==> config.mk <==
export PLATFORM = sky130hd
export DESIGN_NAME = joy_cond
export DESIGN_NICKNAME = d
export VERILOG_FILES = /design/src/rtl/joy_cond_pkg.sv /design/src/rtl/joy_cond_lane.sv /design/src/rtl/joy_cond.sv
export SDC_FILE = /design/constraint.sdc
export NUM_CORES = 1
export LEC_CHECK = 0
export CAP_MARGIN = 5
export CORE_MARGIN = 5
export CORE_UTILIZATION = 55
export DETAILED_ROUTE_END_ITERATION = 8
export PLACE_DENSITY = 0.78
export SYNTH_ARGS = -nofsm -noshare
export SYNTH_HDL_FRONTEND = slang
export SYNTH_SLANG_ARGS = --single-unit
==> constraint.sdc <==
create_clock -name clk_sys -period 1.55 [get_ports clk_sys]
set_input_delay 0.31 -clock clk_sys [delete_from_list [all_inputs] [get_ports clk_sys]]
set_output_delay 0.31 -clock clk_sys [all_outputs]
set_load 0.05 [all_outputs]
==> src/rtl/joy_cond_pkg.sv <==
`default_nettype none
// ============================================================================
//  Module      : joy_cond_pkg
//  Description : Shared types, direction indices and rotation helper for the
//                joystick conditioner.
//  Revision    : 1.0 - initial release
// ============================================================================
package joy_cond_pkg;

    // Bit positions inside one 4-bit lane {up,down,left,right}
    localparam int DIR_R = 0;
    localparam int DIR_L = 1;
    localparam int DIR_D = 2;
    localparam int DIR_U = 3;

    // Encoding of the 4-way axis record
    localparam logic AXIS_V = 1'b0;
    localparam logic AXIS_H = 1'b1;

    typedef enum logic [1:0] {
        SOCD_LAST    = 2'd0,
        SOCD_NEUTRAL = 2'd1,
        SOCD_FIRST   = 2'd2,
        SOCD_RSVD    = 2'd3
    } socd_mode_t;

    typedef enum logic [1:0] {
        ROT_0   = 2'd0,
        ROT_90  = 2'd1,
        ROT_180 = 2'd2,
        ROT_270 = 2'd3
    } rot_t;

    // Remap one lane for a rotated screen; each output direction is taken
    // from the physical direction listed on the right-hand side.
    function automatic logic [3:0] rotate(input logic [3:0] d, input rot_t r);
        logic [3:0] o;
        o = d;
        case (r)
            ROT_90: begin
                o[DIR_U] = d[DIR_L];
                o[DIR_D] = d[DIR_R];
                o[DIR_L] = d[DIR_D];
                o[DIR_R] = d[DIR_U];
            end
            ROT_180: begin
                o[DIR_U] = d[DIR_D];
                o[DIR_D] = d[DIR_U];
                o[DIR_L] = d[DIR_R];
                o[DIR_R] = d[DIR_L];
            end
            ROT_270: begin
                o[DIR_U] = d[DIR_R];
                o[DIR_D] = d[DIR_L];
                o[DIR_L] = d[DIR_U];
                o[DIR_R] = d[DIR_D];
            end
            default: o = d;
        endcase
        return o;
    endfunction

endpackage : joy_cond_pkg
`default_nettype wire

==> src/rtl/joy_cond_lane.sv <==
`default_nettype none
// ============================================================================
//  Module      : joy_cond_lane
//  Description : One player lane: synchroniser, edge detect, per-axis SOCD
//                resolution, optional 4-way restriction and output register.
//  Revision    : 1.0 - initial release
// ============================================================================
module joy_cond_lane
    import joy_cond_pkg::*;
#(
    parameter int SYNC_STAGES = 2
) (
    input  logic       clk_sys,
    input  logic       reset_n,
    input  logic [1:0] socd_mode,
    input  logic       four_way,
    input  logic [3:0] dir_in,
    output logic [3:0] dir_out
);

    // ------------------------------------------------------------------
    // State
    // ------------------------------------------------------------------
    logic [SYNC_STAGES-1:0][3:0] sync_q, sync_d;
    logic [3:0]                  prev_q, prev_d;
    logic [1:0]                  last_h_q, last_h_d;
    logic [1:0]                  last_v_q, last_v_d;
    logic [1:0]                  first_h_q, first_h_d;
    logic [1:0]                  first_v_q, first_v_d;
    logic                        h_act_q, h_act_d;   // post-SOCD h was non-zero
    logic                        v_act_q, v_act_d;   // post-SOCD v was non-zero
    logic                        axis_q, axis_d;
    logic [3:0]                  out_q, out_d;

    // ------------------------------------------------------------------
    // Combinational intermediates
    // ------------------------------------------------------------------
    socd_mode_t mode;
    logic [3:0] held;
    logic [3:0] rise;
    logic [1:0] h_held, v_held, h_rise, v_rise;
    logic [1:0] h_res, v_res;
    logic       h_nz, v_nz;

    assign mode   = socd_mode_t'(socd_mode);
    assign held   = sync_q[SYNC_STAGES-1];
    assign rise   = held & ~prev_q;
    assign h_held = {held[DIR_L], held[DIR_R]};
    assign v_held = {held[DIR_U], held[DIR_D]};
    assign h_rise = {rise[DIR_L], rise[DIR_R]};
    assign v_rise = {rise[DIR_U], rise[DIR_D]};

    // Most recent single press; a simultaneous double press forgets it.
    function automatic logic [1:0] next_last(input logic [1:0] rise2,
                                             input logic [1:0] last2);
        logic [1:0] r;
        r = last2;
        if (rise2 == 2'b11)
            r = 2'b00;
        else if (rise2 != 2'b00)
            r = rise2;
        return r;
    endfunction

    // Direction that was held alone before the pair closed.
    function automatic logic [1:0] next_first(input logic [1:0] held2,
                                              input logic [1:0] first2);
        logic [1:0] r;
        r = first2;
        if (held2 == 2'b00)
            r = 2'b00;
        else if (held2 != 2'b11)
            r = held2;
        return r;
    endfunction

    // Only an opposing pair is resolved; anything else passes through.
    function automatic logic [1:0] resolve(input logic [1:0] held2,
                                           input logic [1:0] last2,
                                           input logic [1:0] first2,
                                           input socd_mode_t m);
        logic [1:0] r;
        r = held2;
        if (held2 == 2'b11) begin
            case (m)
                SOCD_NEUTRAL: r = 2'b00;
                SOCD_FIRST:   r = first2;
                default:      r = last2;
            endcase
        end
        return r;
    endfunction

    // Synchroniser shift chain plus one history stage for edge detection
    always_comb begin
        sync_d    = sync_q;
        sync_d[0] = dir_in;
        for (int k = 1; k < SYNC_STAGES; k++)
            sync_d[k] = sync_q[k-1];
        prev_d = held;
    end

    // Per-axis SOCD records and resolution (uses this cycle's updated records)
    always_comb begin
        last_h_d  = next_last(h_rise, last_h_q);
        last_v_d  = next_last(v_rise, last_v_q);
        first_h_d = next_first(h_held, first_h_q);
        first_v_d = next_first(v_held, first_v_q);
        h_res     = resolve(h_held, last_h_d, first_h_d, mode);
        v_res     = resolve(v_held, last_v_d, first_v_d, mode);
    end

    // Axis tracking and optional diagonal suppression feeding the output flop
    always_comb begin
        h_nz    = |h_res;
        v_nz    = |v_res;
        h_act_d = h_nz;
        v_act_d = v_nz;
        axis_d  = axis_q;
        if (h_nz && !h_act_q && !(v_nz && !v_act_q))
            axis_d = AXIS_H;
        else if (v_nz && !v_act_q && !(h_nz && !h_act_q))
            axis_d = AXIS_V;

        out_d = {v_res, h_res};
        if (four_way && h_nz && v_nz) begin
            if (axis_d == AXIS_H)
                out_d = {2'b00, h_res};
            else
                out_d = {v_res, 2'b00};
        end
    end

    // State register with asynchronous active-low reset
    always_ff @(posedge clk_sys or negedge reset_n) begin
        if (!reset_n) begin
            sync_q    <= '0;
            prev_q    <= '0;
            last_h_q  <= '0;
            last_v_q  <= '0;
            first_h_q <= '0;
            first_v_q <= '0;
            h_act_q   <= 1'b0;
            v_act_q   <= 1'b0;
            axis_q    <= AXIS_V;
            out_q     <= '0;
        end else begin
            sync_q    <= sync_d;
            prev_q    <= prev_d;
            last_h_q  <= last_h_d;
            last_v_q  <= last_v_d;
            first_h_q <= first_h_d;
            first_v_q <= first_v_d;
            h_act_q   <= h_act_d;
            v_act_q   <= v_act_d;
            axis_q    <= axis_d;
            out_q     <= out_d;
        end
    end

    assign dir_out = out_q;

endmodule : joy_cond_lane
`default_nettype wire

==> src/rtl/joy_cond.sv <==
`default_nettype none
// ============================================================================
//  Module      : joy_cond
//  Description : Multi-player joystick conditioner. Rotates each lane's raw
//                directions and hands them to an independent lane pipeline.
//  Revision    : 1.0 - initial release
// ============================================================================
module joy_cond
    import joy_cond_pkg::*;
#(
    parameter int PLAYERS     = 2,
    parameter int SYNC_STAGES = 2
) (
    input  logic                   clk_sys,
    input  logic                   reset_n,
    input  logic [1:0]             rot,
    input  logic [1:0]             socd_mode,
    input  logic                   four_way,
    input  logic [4*PLAYERS-1:0]   joy_in,
    output logic [4*PLAYERS-1:0]   joy_out
);

    rot_t rot_sel;
    assign rot_sel = rot_t'(rot);

    generate
        for (genvar p = 0; p < PLAYERS; p++) begin : g_lane
            logic [3:0] rot_dir;

            // Rotation is applied ahead of the synchroniser
            assign rot_dir = rotate(joy_in[4*p +: 4], rot_sel);

            joy_cond_lane #(
                .SYNC_STAGES (SYNC_STAGES)
            ) u_lane (
                .clk_sys   (clk_sys),
                .reset_n   (reset_n),
                .socd_mode (socd_mode),
                .four_way  (four_way),
                .dir_in    (rot_dir),
                .dir_out   (joy_out[4*p +: 4])
            );
        end
    endgenerate

endmodule : joy_cond
`default_nettype wire

# Yosys cells after proc, flatten, opt, wreduce, memory -nomap -nowiden
# Cells that the tools add are included.
[word_totals] register_bits=54 wordCells=109
[op_classes] eq_ne=17 mux=34 bitwise=4 reduce_logical=32
[ops] cell="2-to-1 mux 2 bit" count=20
[ops] cell="one-hot mux 4 bit (3 select lines)" count=2
[ops] cell="equality test 2 bit (second input constant)" count=11
[ops] cell="2-to-1 mux 4 bit" count=4
[ops] cell="one-hot mux 2 bit (2 select lines)" count=4
[ops] cell="logical AND 1 bit" count=12
[ops] cell="AND 4 bit" count=2
[ops] cell="zero test 1 bit" count=8
[ops] cell="zero test 2 bit" count=4
[ops] cell="inequality test 2 bit (second input constant)" count=4
[ops] cell="inverter 4 bit" count=2
[ops] cell="nonzero test 2 bit" count=4
[ops] cell="OR reduction 2 bit" count=4
[ops] cell="equality test 2 x 1 -> 1 bit (second input constant)" count=2
[ops] cell="2-to-1 mux 1 bit" count=4

# Depth between registers and ports, before layout
[depth] depth_word=15 depth_mapped=8 ltp_nobuf=7

# Hierarchy
# Synthesis repeated with hierarchy kept, for this count alone.
[unflattened] hier_cells=168 hier_area_um2=2214.6
[modules_own_cells] module="joy_cond_lane" instances=2 cells_per_inst=79 area_each_um2=1006.0 seq_area_each_um2=675.6
[modules_own_cells] module="joy_cond" instances=1 cells_per_inst=10 area_each_um2=202.7 seq_area_each_um2=0.0

# Worst setup path before layout
# No wires, ideal clock.
[synth_path] path_type="input to register" startpoint="in socd_mode[0]" endpoint="reg g_lane[1].u_lane.axis_q" setup_ps=123 t_arrival_ps=1535 required_ps=1427 setup_slack_ps=-107 stages=8 n_path_buf=1 path_cell_list="inv_1 -> ha_1 -> buf_6 -> nand2b_4 -> o221ai_1 -> a22o_4 -> a221oi_2 -> nor2_1"
[synth_via] elab_chain_len=9
[synth_lines] item="start, declared" line="joy_cond.sv:17" text="input logic [1:0] socd_mode,"
[synth_lines] item="equality test 2 bit or equality test 2 x 1 -> 1 bit (tied branches)" line="joy_cond_lane.sv:85" text="case (m)"
[synth_lines] item="one-hot mux 2 bit (2 select lines) *" line="joy_cond_lane.sv:85"
[synth_lines] item="2-to-1 mux 2 bit *" line="joy_cond_lane.sv:84" text="if (held2 == 2'b11) begin"
[synth_lines] item="OR reduction 2 bit *" line="joy_cond_lane.sv:115" text="h_nz = |h_res;"
[synth_lines] item="named net g_lane[1].u_lane.h_act_d" line="joy_cond_lane.sv:30" text="logic h_act_q, h_act_d;"
[synth_lines] item="logical AND 1 bit *" line="joy_cond_lane.sv:120, joy_cond_lane.sv:122"
[synth_lines] item="zero test 1 bit" line="joy_cond_lane.sv:122" text="else if (v_nz && !v_act_q && !(h_nz && !h_act_q))"
[synth_lines] item="logical AND 1 bit" line="joy_cond_lane.sv:122"
[synth_lines] item="2-to-1 mux 1 bit" line="joy_cond_lane.sv:122"
[synth_lines] item="2-to-1 mux 1 bit *" line="joy_cond_lane.sv:120" text="if (h_nz && !h_act_q && !(v_nz && !v_act_q))"
[synth_lines] item="named net g_lane[1].u_lane.axis_d" line="joy_cond_lane.sv:32" text="logic axis_q, axis_d;"
[synth_lines] item="end signal, assigned" line="joy_cond_lane.sv:156" text="axis_q <= axis_d;"
[synth_lines] item="end, declared" line="joy_cond_lane.sv:32"
# Mark *: on every way through the listed nets, which the timed path passes. The rest lies on a longest branch.

# Worst setup path in the final report
[layout_path] startpoint="in socd_mode[0]" endpoint="reg g_lane[1].u_lane.out_q[0]"
[layout_rtl] item="equality test 2 bit or equality test 2 x 1 -> 1 bit (tied branches)" line="joy_cond_lane.sv:85"
[layout_rtl] item="one-hot mux 2 bit (2 select lines) *" line="joy_cond_lane.sv:85"
[layout_rtl] item="2-to-1 mux 2 bit *" line="joy_cond_lane.sv:84"
[layout_rtl] item="OR reduction 2 bit *" line="joy_cond_lane.sv:116" text="v_nz = |v_res;"
[layout_rtl] item="named net g_lane[1].u_lane.v_act_d" line="joy_cond_lane.sv:31" text="logic v_act_q, v_act_d;"
[layout_rtl] item="logical AND 1 bit" line="joy_cond_lane.sv:120, joy_cond_lane.sv:122"
[layout_rtl] item="logical AND 1 bit or zero test 1 bit (tied branches)" line="joy_cond_lane.sv:122, joy_cond_lane.sv:120"
[layout_rtl] item="2-to-1 mux 1 bit or logical AND 1 bit (tied branches)" line="joy_cond_lane.sv:122, joy_cond_lane.sv:120"
[layout_rtl] item="2-to-1 mux 1 bit" line="joy_cond_lane.sv:120"
[layout_rtl] item="2-to-1 mux 4 bit" line="joy_cond_lane.sv:127" text="if (axis_d == AXIS_H)"
[layout_rtl] item="2-to-1 mux 4 bit *" line="joy_cond_lane.sv:126" text="if (four_way && h_nz && v_nz) begin"
[layout_rtl] item="named net g_lane[1].u_lane.out_d[0]" line="joy_cond_lane.sv:33" text="logic [3:0] out_q, out_d;"
[layout_rtl] item="end signal, assigned" line="joy_cond_lane.sv:157" text="out_q <= out_d;"
[layout_rtl] item="end, declared" line="joy_cond_lane.sv:33"
# Marks and branches as above.

==> results.txt <==
- Setup violations remaining at the end of the flow were counted as 0.
* Depth of the CTS H-tree: 2
- For the pin with the worst max-slew slack, the measured transition is 444 ps.
* Slack of the critical path: 83.8 ps
- Post-synthesis xor/xnor area fraction: 0
* TritonCTS clock tree: yes
- The clock passes through at most 2 buffers.
- After the first detailed-routing iteration, the DRC count stood at 149.
- The number of antenna diodes in the final layout is 0.
* Setup repair after global routing missed its margin: false
- For this configuration, the core starts out at a cell density of 0.578.
- Critical path class: input port to register
- Half-perimeter wire length after detailed placement: 3.14 mm
- For this design the ratio of total power to cell area is 1220 nW/µm².
- Summed over all layers, the global routing overflow is 0.
- For this run, the post-layout net count is ~230.
- In the routed layout, each cell is associated on average with a via count of 5.44.
* Number of standard cells after synthesis: 165
- Die height: 72.7 µm
- The synthesized netlist occupies a cell area of 2160 µm².
- R2R Setup Slk: 100 ps
* Worst Path Max Fanout: 7
* Number of violations of the max-capacitance limit: 0
- Net count after synthesis: 181
- Yosys printed 0 warnings.
* Outcome: finished, final reports clean
- Pleak: 1.29 nW
- Sequential-to-total area share from yosys stat: 0.625
- 23 I/O pins were placed.
- Std-Cell Rows: 22
- In the final layout, the share of cells above drive strength 1 is 0.287.
- Detailed-route DRC error count: 0
- The routed design could run at a clock period as short as 1470 ps.
- Yosys mapped the design onto 28 distinct sky130hd cell types.
- Die X: 72.7 µm
- RD Place Congestion: 0.799
- Post-DRT Antenna Nets: 0
* Clock tree skew after final layout: 10.1 ps
- Setup total negative slack on the finished layout was measured at 0 ps.
- Of the total synthesized cell area, the portion taken by AND, OR, NAND and NOR gates is 0.117.
- Placeable core region: 3740 µm²
- Final hold violation count: 0
- Non-filler cells, final: 264
- Worst ir drop on vdd: 653 µV
- In this run the mean area of a mapped cell was 13.1 µm².
- CTS placed an instance of sky130_fd_sc_hd__clkbuf_8 at the clock tree root.
- The multi-input combinational cells in the finished layout cover a total of 792 µm².
* Filler Cell Count: 240
- The max-slew violation total from the final report came to 0.
* Wire length of the first global-routing pass: 7.17 mm
* Worst slew slack as a fraction of its limit: 0.704
- Synthesis-to-finish area growth: 30.2%
* Largest family of logic cells by synthesized area: compound AO/OA/AOI/OAI gates
- For this run, the top clock speed supported by timing is 682 MHz.
- Fraction of synthesized area in multiplexers: 0.0833
- After routing the design area is 2820 µm².
- The share of synthesized area in the top cell type comes to 0.625.
- In this run the worst hold path is classified as register to register.
* Post-synthesis register bit count: 54
* Average wire per cell in the routed design: 15.4 µm
- Final Routed Wirelength: 4.07 mm
- Clock tree synthesis inserted a total of 5 buffers.
- Final core utilization: 0.752
- STA classifies the critical path startpoint as an input port.
- For this run, the total global-route usage over all layers was measured as 0.177.
- Share of the clock period used by the worst path after layout: 0.946
* Largest net degree at the start of global routing: 20
- Synth Area in Compound Gates: 0.132
- The routed layout has 1437 vias.
- Cell count after placement: around 250
* Worst Setup End Kind: register
- At the worst endpoint, the required time is 1770 ps.
- Registers take approximately 1400 µm².
- The pre-antenna-repair detailed-routing pass consisted of 4 iterations.
* Number of global-route vias before repair: 1571
* Share of synthesized cell area in full adder, half adder and majority cells: 0.0104
- Number of sinks on the clock net: 54
* Leading post-synthesis cells by cell area: sky130_fd_sc_hd__dfrtp_1 62%, sky130_fd_sc_hd__mux4_2 8.3%, sky130_fd_sc_hd__nor2_1 3.6%
* Area after detailed placement: roughly 2700 µm²
- During placement, the flow inserted port buffers numbering 22.
* Reg clk slew, reported paths: ~90 ps
* Arrival time of the worst setup path: 1690 ps
- Insertion delay to the later sink of the worst-skew pair: 300 ps
* Antenna violations before repair: 0
- Cell type contributing the most total cell area after synthesis: sky130_fd_sc_hd__dfrtp_1
- Die area: 5290 µm²
* DP Worst Slack: -710 ps
layout make-up:
cell class,instances,area share
Clock inverter,1,0.00178
Tap cell,48,0.0213
Multi-Input combinational cell,95,0.281
Timing Repair Buffer,46,0.165
Clock buffer,7,0.0307
Inverter,13,0.0200
Sequential cell,54,0.480
critical path, cell delays in order:
cell	delay [ps]
sky130_fd_sc_hd__buf_4	110
sky130_fd_sc_hd__inv_8	30
sky130_fd_sc_hd__ha_4	260
sky130_fd_sc_hd__nand2b_4	200
sky130_fd_sc_hd__buf_6	110
sky130_fd_sc_hd__o21ai_0	60
sky130_fd_sc_hd__o21ai_1	240
sky130_fd_sc_hd__nand2_1	150
sky130_fd_sc_hd__a31oi_1	210
cell usage after synthesis:
master and instances:
sky130_fd_sc_hd__maj3_1 1, sky130_fd_sc_hd__a31oi_1 4, sky130_fd_sc_hd__nor3b_2 1, sky130_fd_sc_hd__o21a_1 1, sky130_fd_sc_hd__o22ai_1 1, sky130_fd_sc_hd__o221ai_2 2
sky130_fd_sc_hd__nor2b_4 1, sky130_fd_sc_hd__a21boi_0 8, sky130_fd_sc_hd__nand2b_4 1, sky130_fd_sc_hd__a22oi_2 1, sky130_fd_sc_hd__buf_2 2, sky130_fd_sc_hd__o21ai_1 2
sky130_fd_sc_hd__o221ai_1 2, sky130_fd_sc_hd__o21ai_0 7, sky130_fd_sc_hd__nor2_1 21, sky130_fd_sc_hd__nand2b_1 2, sky130_fd_sc_hd__mux4_2 8, sky130_fd_sc_hd__and3b_1 1
sky130_fd_sc_hd__a22o_4 1, sky130_fd_sc_hd__inv_1 13, sky130_fd_sc_hd__ha_1 1, sky130_fd_sc_hd__nand2_1 10, sky130_fd_sc_hd__a21oi_1 2, sky130_fd_sc_hd__dfrtp_1 54
sky130_fd_sc_hd__a221oi_2 1, sky130_fd_sc_hd__o211a_1 4, sky130_fd_sc_hd__buf_6 1, sky130_fd_sc_hd__nor2b_1 12
timing repair:
action                                  in CTS  in global routing
endpoints found under the hold margin       16                  0
pin swaps                                   10                  7
resized for setup                           13                  2
buffers inserted                             2                  0
hold buffers                                 1                  0
endpoints found under the setup margin      14                  6
cell usage in the layout, fill, tap and decap left out, types with 2 or more instances in the layout:
| master | n |
|---|---|
| sky130_fd_sc_hd__a21boi_0 | 8 |
| sky130_fd_sc_hd__a21oi_1 | 2 |
| sky130_fd_sc_hd__a31oi_1 | 4 |
| sky130_fd_sc_hd__buf_12 | 7 |
| sky130_fd_sc_hd__buf_2 | 2 |
| sky130_fd_sc_hd__buf_4 | 23 |
| sky130_fd_sc_hd__buf_6 | 2 |
| sky130_fd_sc_hd__clkbuf_8 | 6 |
| sky130_fd_sc_hd__clkdlybuf4s50_1 | 11 |
| sky130_fd_sc_hd__dfrtp_1 | 54 |
| sky130_fd_sc_hd__inv_1 | 12 |
| sky130_fd_sc_hd__mux4_2 | 8 |
| sky130_fd_sc_hd__nand2_1 | 9 |
| sky130_fd_sc_hd__nand2b_1 | 2 |
| sky130_fd_sc_hd__nor2_1 | 21 |
| sky130_fd_sc_hd__nor2b_1 | 12 |
| sky130_fd_sc_hd__o211a_1 | 4 |
| sky130_fd_sc_hd__o21ai_0 | 6 |
| sky130_fd_sc_hd__o21ai_1 | 3 |
| sky130_fd_sc_hd__o221ai_2 | 2 |
| sky130_fd_sc_hd__o221ai_4 | 2 |
state kept, by name, indices dropped and copies added, names as in the netlist:
name,flops
g_lane.u_lane.axis_q,2
g_lane.u_lane.first_h_q,4
g_lane.u_lane.prev_q,8
g_lane.u_lane.v_act_q,2
g_lane.u_lane.sync_d,8
g_lane.u_lane.first_v_q,4
g_lane.u_lane.last_h_q,4
g_lane.u_lane.h_act_q,2
g_lane.u_lane.last_v_q,4
g_lane.u_lane.held,8
g_lane.u_lane.dir_out,8
path summary, 6_finish.rpt:
kind | start | depth (start not counted) | endpoint
min in group asynchronous | reset_n | 2 | g_lane[1].u_lane.dir_out[2]
setup / recovery | socd_mode[0] | 9 | g_lane[1].u_lane.dir_out[0]
setup reg to reg | g_lane[1].u_lane.last_h_q[1] | 5 | g_lane[1].u_lane.axis_q
hold / removal | g_lane[1].u_lane.sync_d[4] | 0 | g_lane[1].u_lane.held[0]
max in group asynchronous | reset_n | 3 | g_lane[0].u_lane.h_act_q
hold reg to reg | g_lane[1].u_lane.sync_d[4] | 0 | g_lane[1].u_lane.held[0]
cell families after synthesis:
group / Yosys count
adders and majority gates: 2
and+or+nand+nor: 49
DFF: 54
AOI/OAI and AO/OA: 36
buffers and inverters: 16
muxes: 8
through the flow:
| step | hold slack, ps | power, W |
|---|---|---|
| after floorplan | 14.4 | 0.00226 |
| after global placement | 262 | 0.00259 |
| after detailed placement | 278 | 0.00265 |
| after CTS | 358 | 0.00345 |
| after global routing | 368 | 0.00361 |
| final | 355 | 0.00343 |
metal layers:
| metal | up-vias | global-route usage | wire (µm) |
|---|---|---|---|
| li1 | 673 | - | - |
| met1 | 732 | 0.200 | 1630 |
| met2 | 28 | 0.335 | 2250 |
| met3 | 4 | 0.0317 | 137 |
| met4 | 0 | 0.0553 | 46 |
| met5 | - | 0 | 0 |
where the power goes:
part | switching [W] | internal [W] | total [W]
Sequential | 0.000146 | 0.00163 | 0.00177
Clock | 0.000412 | 0.000361 | 0.000773
Combinational | 0.000453 | 0.000431 | 0.000884
No activity file was read; power rests on OpenSTA's default activity.
